<file path="src/rtl/prefetch_unit.sv">
// prefetch_unit -- instruction-fetch front end for the multicycle RV32 core.
//
// Issues single-word reads on the shared memory handshake, buffers up to DEPTH
// fetched words together with their PCs, and presents the oldest one to the
// decode stage through a valid/ready pair. Fetching yields to data-phase
// accesses via mem_hold. At most one read is ever outstanding, and a read is
// only issued when a queue slot is free, so a returning word always fits.
//
// Optional build macro: PREFETCH_BYPASS_EN
//   defined   : a word returning into an empty queue is shown on the iq_*
//               outputs in the same cycle (zero latency); it is queued only
//               if the consumer does not take it.
//   undefined : iq_* outputs always come from the registered queue
//               (one cycle after mem_valid).
//
// Ports:
//   clk            clock
//   reset          synchronous, active-low reset
//   mem_hold       data phase owns memory, blocks new fetches
//   mem_busy       memory block busy, blocks new fetches
//   mem_valid      one-cycle pulse, mem_rdata valid
//   mem_rdata      read data from memory block
//   fetch_ce       one-cycle fetch request strobe
//   fetch_addr     fetch address (current fetch PC)
//   iq_valid       queue head valid
//   iq_iword       queue head instruction word
//   iq_pc          PC of queue head
//   iq_ready       consumer pops head when iq_valid && iq_ready
//   redirect       flush queue and refetch from redirect_pc
//   redirect_pc    new fetch target
//   pc_misaligned  one-cycle pulse after a redirect to a non-word address
//
// State | meaning
// IDLE  | no read outstanding; issue when memory is free and a slot is open
// WAIT  | read outstanding; its word will be queued
// DRAIN | read outstanding but flushed by a redirect; its word is dropped

module prefetch_unit #(
  parameter int                  PC_WIDTH = 16,
  parameter int                  DEPTH    = 2,
  parameter logic [PC_WIDTH-1:0] RESET_PC = '0
) (
  input  logic                clk,
  input  logic                reset,
  input  logic                mem_hold,
  input  logic                mem_busy,
  input  logic                mem_valid,
  input  logic [31:0]         mem_rdata,
  output logic                fetch_ce,
  output logic [PC_WIDTH-1:0] fetch_addr,
  output logic                iq_valid,
  output logic [31:0]         iq_iword,
  output logic [PC_WIDTH-1:0] iq_pc,
  input  logic                iq_ready,
  input  logic                redirect,
  input  logic [PC_WIDTH-1:0] redirect_pc,
  output logic                pc_misaligned
);

  localparam int PTR_W = (DEPTH > 1) ? $clog2(DEPTH) : 1;
  localparam int CNT_W = $clog2(DEPTH + 1);

  typedef enum logic [1:0] {
    IDLE  = 2'd0,
    WAIT  = 2'd1,
    DRAIN = 2'd2
  } state_t;

  state_t              state;
  state_t              state_nxt;
  logic [PC_WIDTH-1:0] fetch_pc;
  logic [PC_WIDTH-1:0] req_pc;
  logic [31:0]         q_word [DEPTH];
  logic [PC_WIDTH-1:0] q_pc   [DEPTH];
  logic [PTR_W-1:0]    head;
  logic [PTR_W-1:0]    tail;
  logic [CNT_W-1:0]    count;
  logic                issue;
  logic                accept;
  logic                push;
  logic                pop;

  function automatic logic [PTR_W-1:0] ptr_inc(input logic [PTR_W-1:0] p);
    if (p == PTR_W'(DEPTH - 1)) return '0;
    return p + PTR_W'(1);
  endfunction

  // Gating with reset keeps the strobe quiet while reset is held, before the
  // first clock edge has forced the state register.
  assign issue  = reset && (state == IDLE) && !mem_hold && !mem_busy &&
                  !redirect && (count < CNT_W'(DEPTH));
  assign accept = (state == WAIT) && mem_valid && !redirect;

  assign fetch_ce   = issue;
  assign fetch_addr = fetch_pc;

`ifdef PREFETCH_BYPASS_EN
  logic bypass;
  assign bypass   = accept && (count == '0);
  assign iq_valid = (count != '0) || bypass;
  assign iq_iword = bypass ? mem_rdata : q_word[head];
  assign iq_pc    = bypass ? req_pc    : q_pc[head];
  // A bypassed word taken by the consumer never enters the queue.
  assign push     = accept && !(bypass && iq_ready);
  assign pop      = (count != '0) && iq_ready && !redirect;
`else
  assign iq_valid = (count != '0);
  assign iq_iword = q_word[head];
  assign iq_pc    = q_pc[head];
  assign push     = accept;
  assign pop      = iq_valid && iq_ready && !redirect;
`endif

  always_ff @(posedge clk) begin
    if (!reset) begin
      state <= IDLE;
    end else begin
      state <= state_nxt;
    end
  end

  always_comb begin
    state_nxt = state;
    unique case (state)
      IDLE: begin
        if (issue) state_nxt = WAIT;
      end
      WAIT: begin
        // A response coinciding with a redirect is simply dropped here.
        if (mem_valid)     state_nxt = IDLE;
        else if (redirect) state_nxt = DRAIN;
      end
      DRAIN: begin
        if (mem_valid) state_nxt = IDLE;
      end
      default: state_nxt = IDLE;
    endcase
  end

  always_ff @(posedge clk) begin
    if (!reset) begin
      fetch_pc      <= RESET_PC;
      req_pc        <= RESET_PC;
      pc_misaligned <= 1'b0;
    end else begin
      pc_misaligned <= redirect && (redirect_pc[1:0] != 2'b00);
      if (redirect) begin
        fetch_pc <= {redirect_pc[PC_WIDTH-1:2], 2'b00};
      end else if (accept) begin
        fetch_pc <= fetch_pc + PC_WIDTH'(4);
      end
      if (issue) req_pc <= fetch_pc;
    end
  end

  always_ff @(posedge clk) begin
    if (!reset) begin
      head  <= '0;
      tail  <= '0;
      count <= '0;
    end else if (redirect) begin
      head  <= '0;
      tail  <= '0;
      count <= '0;
    end else begin
      if (push) tail <= ptr_inc(tail);
      if (pop)  head <= ptr_inc(head);
      unique case ({push, pop})
        2'b10:   count <= count + CNT_W'(1);
        2'b01:   count <= count - CNT_W'(1);
        default: count <= count;
      endcase
    end
  end

  // Queue storage needs no reset: count gates every read of it.
  always_ff @(posedge clk) begin
    if (push) begin
      q_word[tail] <= mem_rdata;
      q_pc[tail]   <= req_pc;
    end
  end

endmodule

</file>
<file path="config.mk">
export PLATFORM = sky130hd
export DESIGN_NAME = prefetch_unit
export DESIGN_NICKNAME = d
export VERILOG_FILES = /design/src/rtl/prefetch_unit.sv
export SDC_FILE = /design/constraint.sdc
export NUM_CORES = 1
export LEC_CHECK = 0
export BUFFER_PORTS_ARGS = -buffer_cell sky130_fd_sc_hd__buf_4
export CORE_ASPECT_RATIO = 1.75
export CORE_MARGIN = 4
export CORE_UTILIZATION = 52
export CTS_CLUSTER_DIAMETER = 100
export DETAILED_ROUTE_END_ITERATION = 6
export PLACE_DENSITY = 0.79
export SYNTH_ARGS = -nofsm -noshare
export SYNTH_HDL_FRONTEND = slang
export SYNTH_SLANG_ARGS = --single-unit
</file>
<file path="constraint.sdc">
create_clock -name clk -period 6.4 [get_ports clk]
set_clock_uncertainty 0.15 [all_clocks]
set_input_delay 0.64 -clock clk [delete_from_list [all_inputs] [get_ports clk]]
set_output_delay 0.64 -clock clk [all_outputs]
set_load 0.005 [all_outputs]
</file>
==> flow_summary_export.csv, run 1 <==
group,metric,value,unit
synth,dominantRegCellSynth,"edfxtp_1",
final_layout,final_layout_size_suffix_gt1_share,43.63,%
timing,report.final.setup_viol,0,
synth,synth_edf_count,92,
critical_path,maximum_fanout_encountered_on_the_critical_timing_path,16,
floorplan,effective_utilization_at_floorplan,52.89,%
clocking,cts_tree,"built",
final_layout,register_area,0.003485,sq mm
critical_path,worstPathRequired,5.61,ns
critical_path,crit_start,"redirect",
synth,synthesis.instances,327,
clocking,post_cts_setup_inserts,0,
pwr,sequentialPowerShare,46.7,%
critical_path,r2r_cells,4,
timing,slew-limit-headroom,27.75,%
route,detailroute.via_count,2976,
final_layout,stdcell_area,0.006561,sq mm
pwr,internal-power,1555,uW
floorplan,io_pins,122,
critical_path,reg2reg_setup_slack,4.03,ns
global_route,grt_max_degree,47,
synth,postSynth.asyncResetShare,0,%
critical_path,timing.setup.critical_path_class,"input port to output pin",
synth,synth.largest_area_cell,"edfxtp_1",
floorplan,die_x,81.95,um
critical_path,max_stage_delay_on_crit_path,0.69,ns
route,remaining_drc_errors,0,
global_route,number_of_antenna_violations_at_the_first_check_in_global_routing,0,
floorplan,floorplan.die_area,0.01126,sq mm
route,drt_pre_antenna_iters,4,
synth,synth_top_area_share,55.52,%
floorplan,std_cell_rows,47,
route,total_detailed_routing_wirelength,9.342,mm
critical_path,setup.worst_path.end_class,"output pin",
synth,synth-compound-area-share,3.244,%
route,detail_route.iter0.violations,152,
timing,setup_total_negative_slack,0,ns
floorplan,dieHeight,137.4,um
synth,syn_warnings,0,
critical_path,critical_path.cell_chain,"buf_4, or4_1, or3_1, inv_1, buf_4",
clocking,clk_pin_slew,0.06,ns
timing,period_share,47.13,%
pwr,power_density,296.0,mW/mm^2
synth,count_of_different_cell_masters_after_synthesis,35,
synth,netlist_area_before_placement,0.004976,sq mm
critical_path,crit_cells,5,
clocking,max-clock-path-buffers,2,
synth,synth_top_family_by_area,"multiplexers",
route,drt-vias-per-instance,5.087,
final_layout,multi_input_comb_area,0.001395,sq mm
global_route,grt_usage,17.20,%
synth,synth_seq_area_share,70.00,%
placed_design,dpl.hpwl,6.343,mm
critical_path,crit_arrival,2.23,ns
synth,number_of_flip_flops_and_latches_in_the_synthesized_netlist,128,
final_layout,fillers,668,
flow_run,max_cap_violations,0,
pwr,netSwitchingFraction,19.92,%
clocking,cts_inserted_buffers,17,
critical_path,cp_slowest_cell,"or3_1",
clocking,cts_resized,0,
pwr,ir_drop,0.2071,mV
pwr,clock_power_share,49.7,%
timing,tightestPinTransition,1.084,ns
timing,maxClockFrequency,331.5,MHz
clocking,cts_sinks,128,
synth,synth_simple_gate_area_share,7.569,%
timing,unrepaired_setup_endpoints_after_global_routing,"no",
route,drt-wirelength-per-cell,15.97,um
critical_path,critical_path.top_delay_family,"simple AND/OR/NAND/NOR gates",
timing,report.final.hold_viol_count,0,
pwr,p_sw,386.8,uW
critical_path,timing.critical_path.to,"fetch_ce",
synth,yosys.area_share.xor_xnor,2.464,%
pwr,leakage,0.002443,uW
synth,post_synth_mux_area_share,13.65,%
global_route,grt_pass1_wl,14.26,mm
critical_path,cp.buffers_inverters,3,
clocking,cts_hold_buffers,0,
global_route,gr-total-overflow,0,
critical_path,terminus_of_the_critical_flop_to_flop_path,"q_word[0][14]",
status,outcome,"finished clean",
clocking,clock_insertion_delay_worst_skew,0.40,ns
timing,hold-worst-slack,0.2701,ns
placed_design,placedInstanceArea,0.005952,sq mm
timing,timing_max_transition_violations_final,0,
clocking,root_buffer,"clkbuf_16",
final_layout,layout_commonest_cell,"buf_4",
pwr,combPwrFrac,3.6,%
synth,ranking_of_synthesized_cells_by_area,"edfxtp_1 56%, dfxtp_1 14%, mux2_2 11%",
placed_design,last_weighted_congestion_value_of_the_routability_driven_placer,0.8559,
route,antenna_violating_nets_post_route,0,
critical_path,crit_top_cell,"buf_4",
critical_path,r2r_start,"state[0]",
clocking,number_of_h_tree_levels,4,
final_layout,antenna_cells,0,
global_route,grt_pass1_vias,3072,
hold_path,hold_path.class,"input port to flop",
final_layout,area.growth.synth_to_final,31.86,%
critical_path,crit_path_launch_type,"input port",
final_layout,most-common-layout-cells,"119 x buf_4, 92 x edfxtp_1, 47 x mux2_2, 35 x dfxtp_1, 17 x clkbuf_16",
synth,syn_avg_cell_area,15.22,sq um
synth,synthAdderAreaFrac,0.5029,%
placed_design,port_buffers,117,
final_layout,finalNetCount,507,
timing,period_needed,3.016,ns
floorplan,coreArea,0.009409,sq mm
[kinds of logic after synthesis]
logic type | after synthesis
flops | 128
mux | 62
simple gates | 66
buf+inv | 25
compound gates | 29
xor+xnor | 14
fa+ha+maj | 2
other cells | 1
[Yosys cell counts, drive strengths merged, types with 2 or more instances]
master and instances:
edfxtp 92, inv 7, or3 3, nor4 5
xor2 3, clkbuf 12, and2 3, nor2b 14
nand2b 3, nand3 4, mux2 47, nand4 2
ha 2, nor3 3, mux2i 15, or4 3
o21ai 14, xnor2 11, a21oi 10, dfxtp 36
nor3b 2, nor2 12, buf 6, nand2 9
[per-layer routing]
metal | track usage [%] | part of all wire [%]
met4 | 7.116 | 1.4
met1 | 16.92 | 36
met3 | 5.628 | 5.5
met2 | 31.91 | 57
met5 | 0 | 0
[final cells by class]
cell class | count | share of cell area [%]
timing repair buffer | 119 | 13.62
sequential | 128 | 53.11
clock buffer | 18 | 6.541
inverter | 7 | 0.4005
clock inverter | 14 | 2.746
tap | 122 | 2.326
multi-input combinational | 177 | 21.26
[metrics by stage]
step,power (uW),std cells,utilization [%],setup slack [ns]
2_1_floorplan,947.6,330,-,2.720
3_3_place_gp,990.5,553,63.26,3.392
3_5_place_dp,993.0,553,63.26,3.373
4_1_cts,1958,585,69.73,3.371
5_1_grt,2012,585,69.73,3.254
6_report,1942,585,69.73,3.384
[worst min-delay path by stage]
stage	startpoint	end	slack (ns)	cells after the start
3_5_place_dp	req_pc[15]	q_pc[1][15]	0.29	0
3_3_place_gp	req_pc[15]	q_pc[0][15]	0.29	0
5_1_grt	mem_rdata[30]	q_word[0][30]	0.25	1
4_1_cts	mem_rdata[23]	q_word[0][23]	0.25	1
2_1_floorplan	req_pc[10]	q_pc[0][10]	0.28	0
6_report	mem_valid	state[1]	0.27	2
[flip-flops by register name, summed over array words and instances, names as in the netlist, named ones only]
name and cells:
q_pc 28, state 2, tail 1, q_word 64
head 1, pc_misaligned 1, count 2, fetch_addr 14
req_pc 14
[power by group through the flow]
stage               Combinational, uW  Sequential, uW  Clock (uW)
floorplan                        26.9             921           0
global placement                 67.5             923           0
detailed placement               69.5             924           0
CTS                              70.2             906         981
global route                     76.3             908        1030
finish                           69.4             907         966
Power figures use the tool's default switching activity.
==> run 2: changes to the inputs <==
ABC_AREA = 1   (was unset)
clock period = 3.1 ns   (was 6.4 ns; I/O delays follow)
==> flow_summary_export.csv, run 2 <==
group,metric,value,unit
timing,period_needed,2.240,ns
timing,timing_max_transition_violations_final,0,
synth,synthesis.instances,398,
global_route,grt_pass1_wl,18.00,mm
clocking,cts_inserted_buffers,17,
floorplan,std_cell_rows,47,
synth,ranking_of_synthesized_cells_by_area,"edfxtp_1 54%, dfxtp_1 14%, mux2_2 10%",
pwr,ir_drop,0.4077,mV
final_layout,top_regs,"q_word: 64 flops, q_pc: 28 flops",
synth,synth_seq_area_share,68.05,%
floorplan,dieHeight,139.3,um
synth,postSynth.asyncResetShare,0,%
timing,tightestPinTransition,0.6012,ns
route,highest-signal-layer,"met4",
final_layout,most-common-layout-cells,"120 x buf_4, 92 x edfxtp_1, 46 x mux2_2, 41 x nand2_1, 35 x dfxtp_1",
critical_path,setup.worst_path.end_class,"output pin",
final_layout,register_area,0.003485,sq mm
timing,report.final.setup_viol,0,
global_route,gr-total-overflow,0,
final_layout,final_layout_size_suffix_gt1_share,38.38,%
timing,maxClockFrequency,446.4,MHz
final_layout,max_reg_flops,64,
pwr,power.total,3901,uW
pwr,combPwrFrac,5.1,%
synth,count_of_different_cell_masters_after_synthesis,33,
clocking,clk_pin_slew,0.06,ns
route,drt-vias-per-instance,5.113,
route,detailroute.wirelength.met3,707,um
hold_path,hold_path.class,"input port to flop",
clocking,cts_tree,"built",
placed_design,dpl.hpwl,7.023,mm
route,remaining_drc_errors,0,
synth,syn_avg_cell_area,12.86,sq um
critical_path,crit_arrival,1.78,ns
pwr,sequentialPowerShare,48.1,%
critical_path,maximum_fanout_encountered_on_the_critical_timing_path,46,
route,total_detailed_routing_wirelength,11.01,mm
global_route,grt_usage,19.84,%
clocking,cts_resized,0,
floorplan,effective_utilization_at_floorplan,53.73,%
synth,syn_warnings,0,
clocking,max-clock-path-buffers,2,
synth,synth.top_cells.by_count,"92 x edfxtp_1, 46 x mux2_2, 41 x nand2_1",
route,antenna_violating_nets_post_route,0,
final_layout,area.growth.synth_to_final,36.25,%
clocking,number_of_h_tree_levels,4,
route,drt-wirelength-per-cell,15.96,um
placed_design,preCtsSetupSlack,0.9134,ns
synth,synthMostInstantiatedCell,"edfxtp_1",
route,met2_wirelength,5.974,mm
floorplan,floorplan.die_area,0.01156,sq mm
timing,report.final.hold_viol_count,0,
floorplan,io_pins,122,
timing,unrepaired_setup_endpoints_after_global_routing,"no",
final_layout,finish.cell_count_without_fillers,690,
timing,slew-limit-headroom,59.92,%
timing,setup_slack,0.8598,ns
final_layout,layout_commonest_cell,"buf_4",
synth,number_of_flip_flops_and_latches_in_the_synthesized_netlist,128,
clocking,cts_sinks,128,
final_layout,multi_input_comb_area,0.001431,sq mm
synth,netlist_area_before_placement,0.005119,sq mm
final_layout,most_flops_register,"q_word",
global_route,grt_pass1_vias,3597,
timing,period_share,72.26,%
critical_path,worstPathRequired,2.64,ns
placed_design,port_buffers,117,
pwr,clock_power_share,46.8,%
clocking,clock_insertion_delay_worst_skew,0.40,ns
route,detailroute.via_count,3528,
route,drt_pre_antenna_iters,5,
critical_path,crit_path_launch_type,"flop",
clocking,cts_hold_buffers,34,
route,wl_met1,4.145,mm
flow_run,max_cap_violations,0,
global_route,grt_max_degree,48,
pwr,internal-power,3128,uW
route,detail_route.iter0.violations,177,
pwr,power_density,559.4,mW/mm^2
critical_path,timing.setup.critical_path_class,"flop to output pin",
final_layout,finalNetCount,612,
floorplan,die_x,83,um
placed_design,last_weighted_congestion_value_of_the_routability_driven_placer,0.8163,
clocking,post_cts_setup_inserts,0,
global_route,number_of_antenna_violations_at_the_first_check_in_global_routing,0,
pwr,p_sw,773.7,uW
synth,synth_top_area_share,53.97,%
pwr,leakage,0.002614,uW
final_layout,fillers,658,
synth,synth_edf_count,92,
pwr,netSwitchingFraction,19.83,%
placed_design,placedCellCount,624,
timing,setup_total_negative_slack,0,ns
clocking,root_buffer,"clkbuf_16",
floorplan,coreArea,0.009527,sq mm
synth,synth.largest_area_cell,"edfxtp_1",
status,outcome,"finished clean",
synth,dominantRegCellSynth,"edfxtp_1",
final_layout,antenna_cells,0,
run 2: layout make-up:
type	instances	area share (%)
inverters	29	1.597
flip-flops and latches	128	49.96
clock buffers	18	6.154
repair buffers	154	17.80
well taps	122	2.189
multi-input cells	225	20.52
clock inverters	14	1.776
run 2: path summary, 6_finish.rpt:
kind | from | end | slack [ns] | depth (start not counted)
setup / recovery | flop | iq_pc[11] | 0.86 | 3
hold / removal | redirect_pc[0] | pc_misaligned | 0.03 | 3
setup reg to reg | state[0] | q_pc[0][7] | 1.03 | 5
hold reg to reg | req_pc[9] | q_pc[1][9] | 0.30 | 0
run 2: logic make-up (layout without fill, tap and decap cells):
| family | after synthesis | after routing | share of synthesized area, % |
|---|---|---|---|
| other cells | 1 | 4 | 0.07326 |
| flops | 128 | 128 | 68.05 |
| fa+ha+maj | 2 | 2 | 0.4888 |
| mux | 46 | 46 | 10.12 |
| xor+xnor | 1 | 1 | 0.1711 |
| buf+inv | 48 | 215 | 4.449 |
| simple gates | 117 | 117 | 10.98 |
| compound gates | 55 | 55 | 5.671 |
run 2: per-stage QoR:
stage	area [sq um]	hold WS [ns]	util, %
final	6974	0.02857	73.21
after global routing	6974	0.03345	73.21
after CTS	6974	0.01269	73.21
after detailed placement	6081	0.2812	63.83
after global placement	6081	0.2776	63.83
after floorplan	5132	0.2589	-
run 2: worst max-delay path, stage by stage, from the launching register on:
cell     delay (ns)
dfxtp_2        0.31
buf_4          0.48
mux2_2         0.42
buf_4          0.14
run 2: power by group through the flow:
stage | registers (uW) | logic, uW | clock network [uW]
after global routing | 1880 | 223 | 1950
final | 1880 | 201 | 1820
after detailed placement | 1910 | 164 | 0
after floorplan | 1910 | 73.4 | 0
after CTS | 1870 | 201 | 1860
after global placement | 1910 | 159 | 0
run 2: layer usage:
metal  vias up  track usage [%]
li1       1723                -
met1      1652            21.47
met2       139            35.19
met3        14            7.865
met4         0            6.460
met5         -                0
==> run 3: changes to the inputs <==
CORE_UTILIZATION = 48   (was 52)
PLACE_DENSITY = 0.77   (was 0.79)
clock period = 1.99 ns   (was 3.1 ns; I/O delays follow)
==> flow_summary_export.csv, run 3 (synthesized netlist as in run 2, its figures left out) <==
group,metric,value,unit
pwr,leakage,0.002729,uW
final_layout,finalNetCount,627,
floorplan,die_x,86.06,um
final_layout,final_layout_size_suffix_gt1_share,37.91,%
clocking,root_buffer,"clkbuf_16",
timing,timing_max_transition_violations_final,0,
critical_path,crit_arrival,1.53,ns
pwr,ir_drop,0.6920,mV
hold_path,hp-start,"reset",
critical_path,reg2reg_setup_slack,0.30,ns
placed_design,last_weighted_congestion_value_of_the_routability_driven_placer,0.8685,
critical_path,crit_path_launch_type,"flop",
timing,period_needed,1.879,ns
critical_path,r2r_start,"fetch_addr[3]",
route,detail_route.iter0.violations,219,
critical_path,worstPathRequired,1.64,ns
route,drt-vias-per-instance,5.207,
final_layout,layout_commonest_cell,"buf_4",
timing,unrepaired_setup_endpoints_after_global_routing,"no",
critical_path,maximum_fanout_encountered_on_the_critical_timing_path,23,
critical_path,timing.setup.critical_path_class,"flop to output pin",
final_layout,most-common-layout-cells,"120 x buf_4, 92 x edfxtp_1, 46 x mux2_2, 45 x dlygate4sd3_1, 41 x nand2_1",
route,antenna_violating_nets_post_route,0,
route,remaining_drc_errors,0,
timing,maxClockFrequency,532.2,MHz
critical_path,setup.worst_path.end_class,"output pin",
clocking,clock_insertion_delay_worst_skew,0.40,ns
floorplan,floorplan.die_area,0.01244,sq mm
floorplan,std_cell_rows,49,
hold_path,holdPathStages,3,
global_route,grt_pass1_wl,18.13,mm
global_route,grt_usage,19.03,%
clocking,max-clock-path-buffers,2,
route,total_detailed_routing_wirelength,11.41,mm
hold_path,hold_path.class,"input port to flop",
global_route,grt_pass1_vias,3880,
final_layout,top_regs,"q_word: 64 flops, q_pc: 28 flops",
timing,report.final.hold_viol_count,0,
floorplan,coreArea,0.01036,sq mm
route,drt-wirelength-per-cell,16.07,um
global_route,grt_max_degree,48,
timing,setup_total_negative_slack,0,ns
status,outcome,"finished clean",
final_layout,most_flops_register,"q_word",
global_route,gr-total-overflow,0,
hold_path,whs_endpoint,"req_pc[6]",
pwr,power.total,6324,uW
global_route,number_of_antenna_violations_at_the_first_check_in_global_routing,0,
clocking,number_of_h_tree_levels,4,
clocking,cts_inserted_buffers,17,
final_layout,max_reg_flops,64,
clocking,cts_sinks,128,
timing,period_share,94.42,%
final_layout,antenna_cells,0,
critical_path,r2r_cells,8,
timing,report.final.setup_viol,0,
flow_run,max_cap_violations,0,
placed_design,dpl.hpwl,7.620,mm
final_layout,area.growth.synth_to_final,41.09,%
placed_design,port_buffers,117,
clocking,clk_pin_slew,0.05,ns
floorplan,effective_utilization_at_floorplan,49.40,%
pwr,power_density,875.7,mW/mm^2
critical_path,terminus_of_the_critical_flop_to_flop_path,"fetch_addr[10]",
floorplan,io_pins,122,
floorplan,dieHeight,144.6,um
clocking,cts_tree,"built",
route,detailroute.via_count,3697,
route,drt_pre_antenna_iters,5,
## run 3: worst max path at each step
stage	from	endpoint	slack, ns	cells past startpoint
after floorplan	state[0]	q_pc[0][10]	0.02	4
after global placement	count[0]	count[1]	0.39	7
after detailed placement	count[0]	count[1]	0.32	7
after CTS	flop	iq_iword[7]	0.007	3
after global routing	state[0]	fetch_ce	0.03	6
final	flop	iq_iword[7]	0.11	3
## run 3: through the flow
step | hold WS [ns] | instance area [sq um] | util [%] | worst slack, ns | cells
after floorplan | 0.1479 | 5142 | - | 0.02412 | 401
after global placement | 0.2363 | 6167 | 59.52 | 0.3886 | 633
after detailed placement | 0.2368 | 6167 | 59.52 | 0.3168 | 633
after CTS | 0.0007077 | 7219 | 69.68 | 0.006894 | 710
after global routing | 0.01661 | 7222 | 69.70 | 0.02552 | 710
final | 0.01787 | 7222 | 69.70 | 0.1111 | 710
## run 3: what timing repair did
item,CTS,global route
endpoints found under the setup margin,0,24
hold endpoints to repair,77,0
hold buffers,45,0
setup buffers,0,0
gates resized for setup,0,1
## run 3: cell type report
class                      instances  area [sq um]
clock inverter                     8         110.1
fill                             722          3139
tap                              127         158.9
timing repair buffer             169          1431
inverter                          29         111.4
multi-input combinational        225          1431
clock buffer                      24         491.7
sequential                       128          3487
## run 3: routing by layer
metal | share of wire, % | routed length (um) | GRT usage, %
met5 | 0 | 0 | 0
met4 | 3.2 | 364 | 10.09
met3 | 7.0 | 795 | 5.644
met2 | 53 | 6091 | 34.69
met1 | 36 | 4158 | 19.15
## run 3: worst max-delay path: stages, from the launching register on
cell,delay (ns)
dfxtp_4,0.42
buf_12,0.19
mux2_2,0.37
buf_4,0.14
## run 3: power breakdown
group | internal [uW] | leakage [uW] | switching, uW
sequential | 2890 | 0.00109 | 36.6
clock | 2080 | 0.000294 | 981
combinational | 193 | 0.00134 | 145
total | 5160 | 0.00273 | 1160
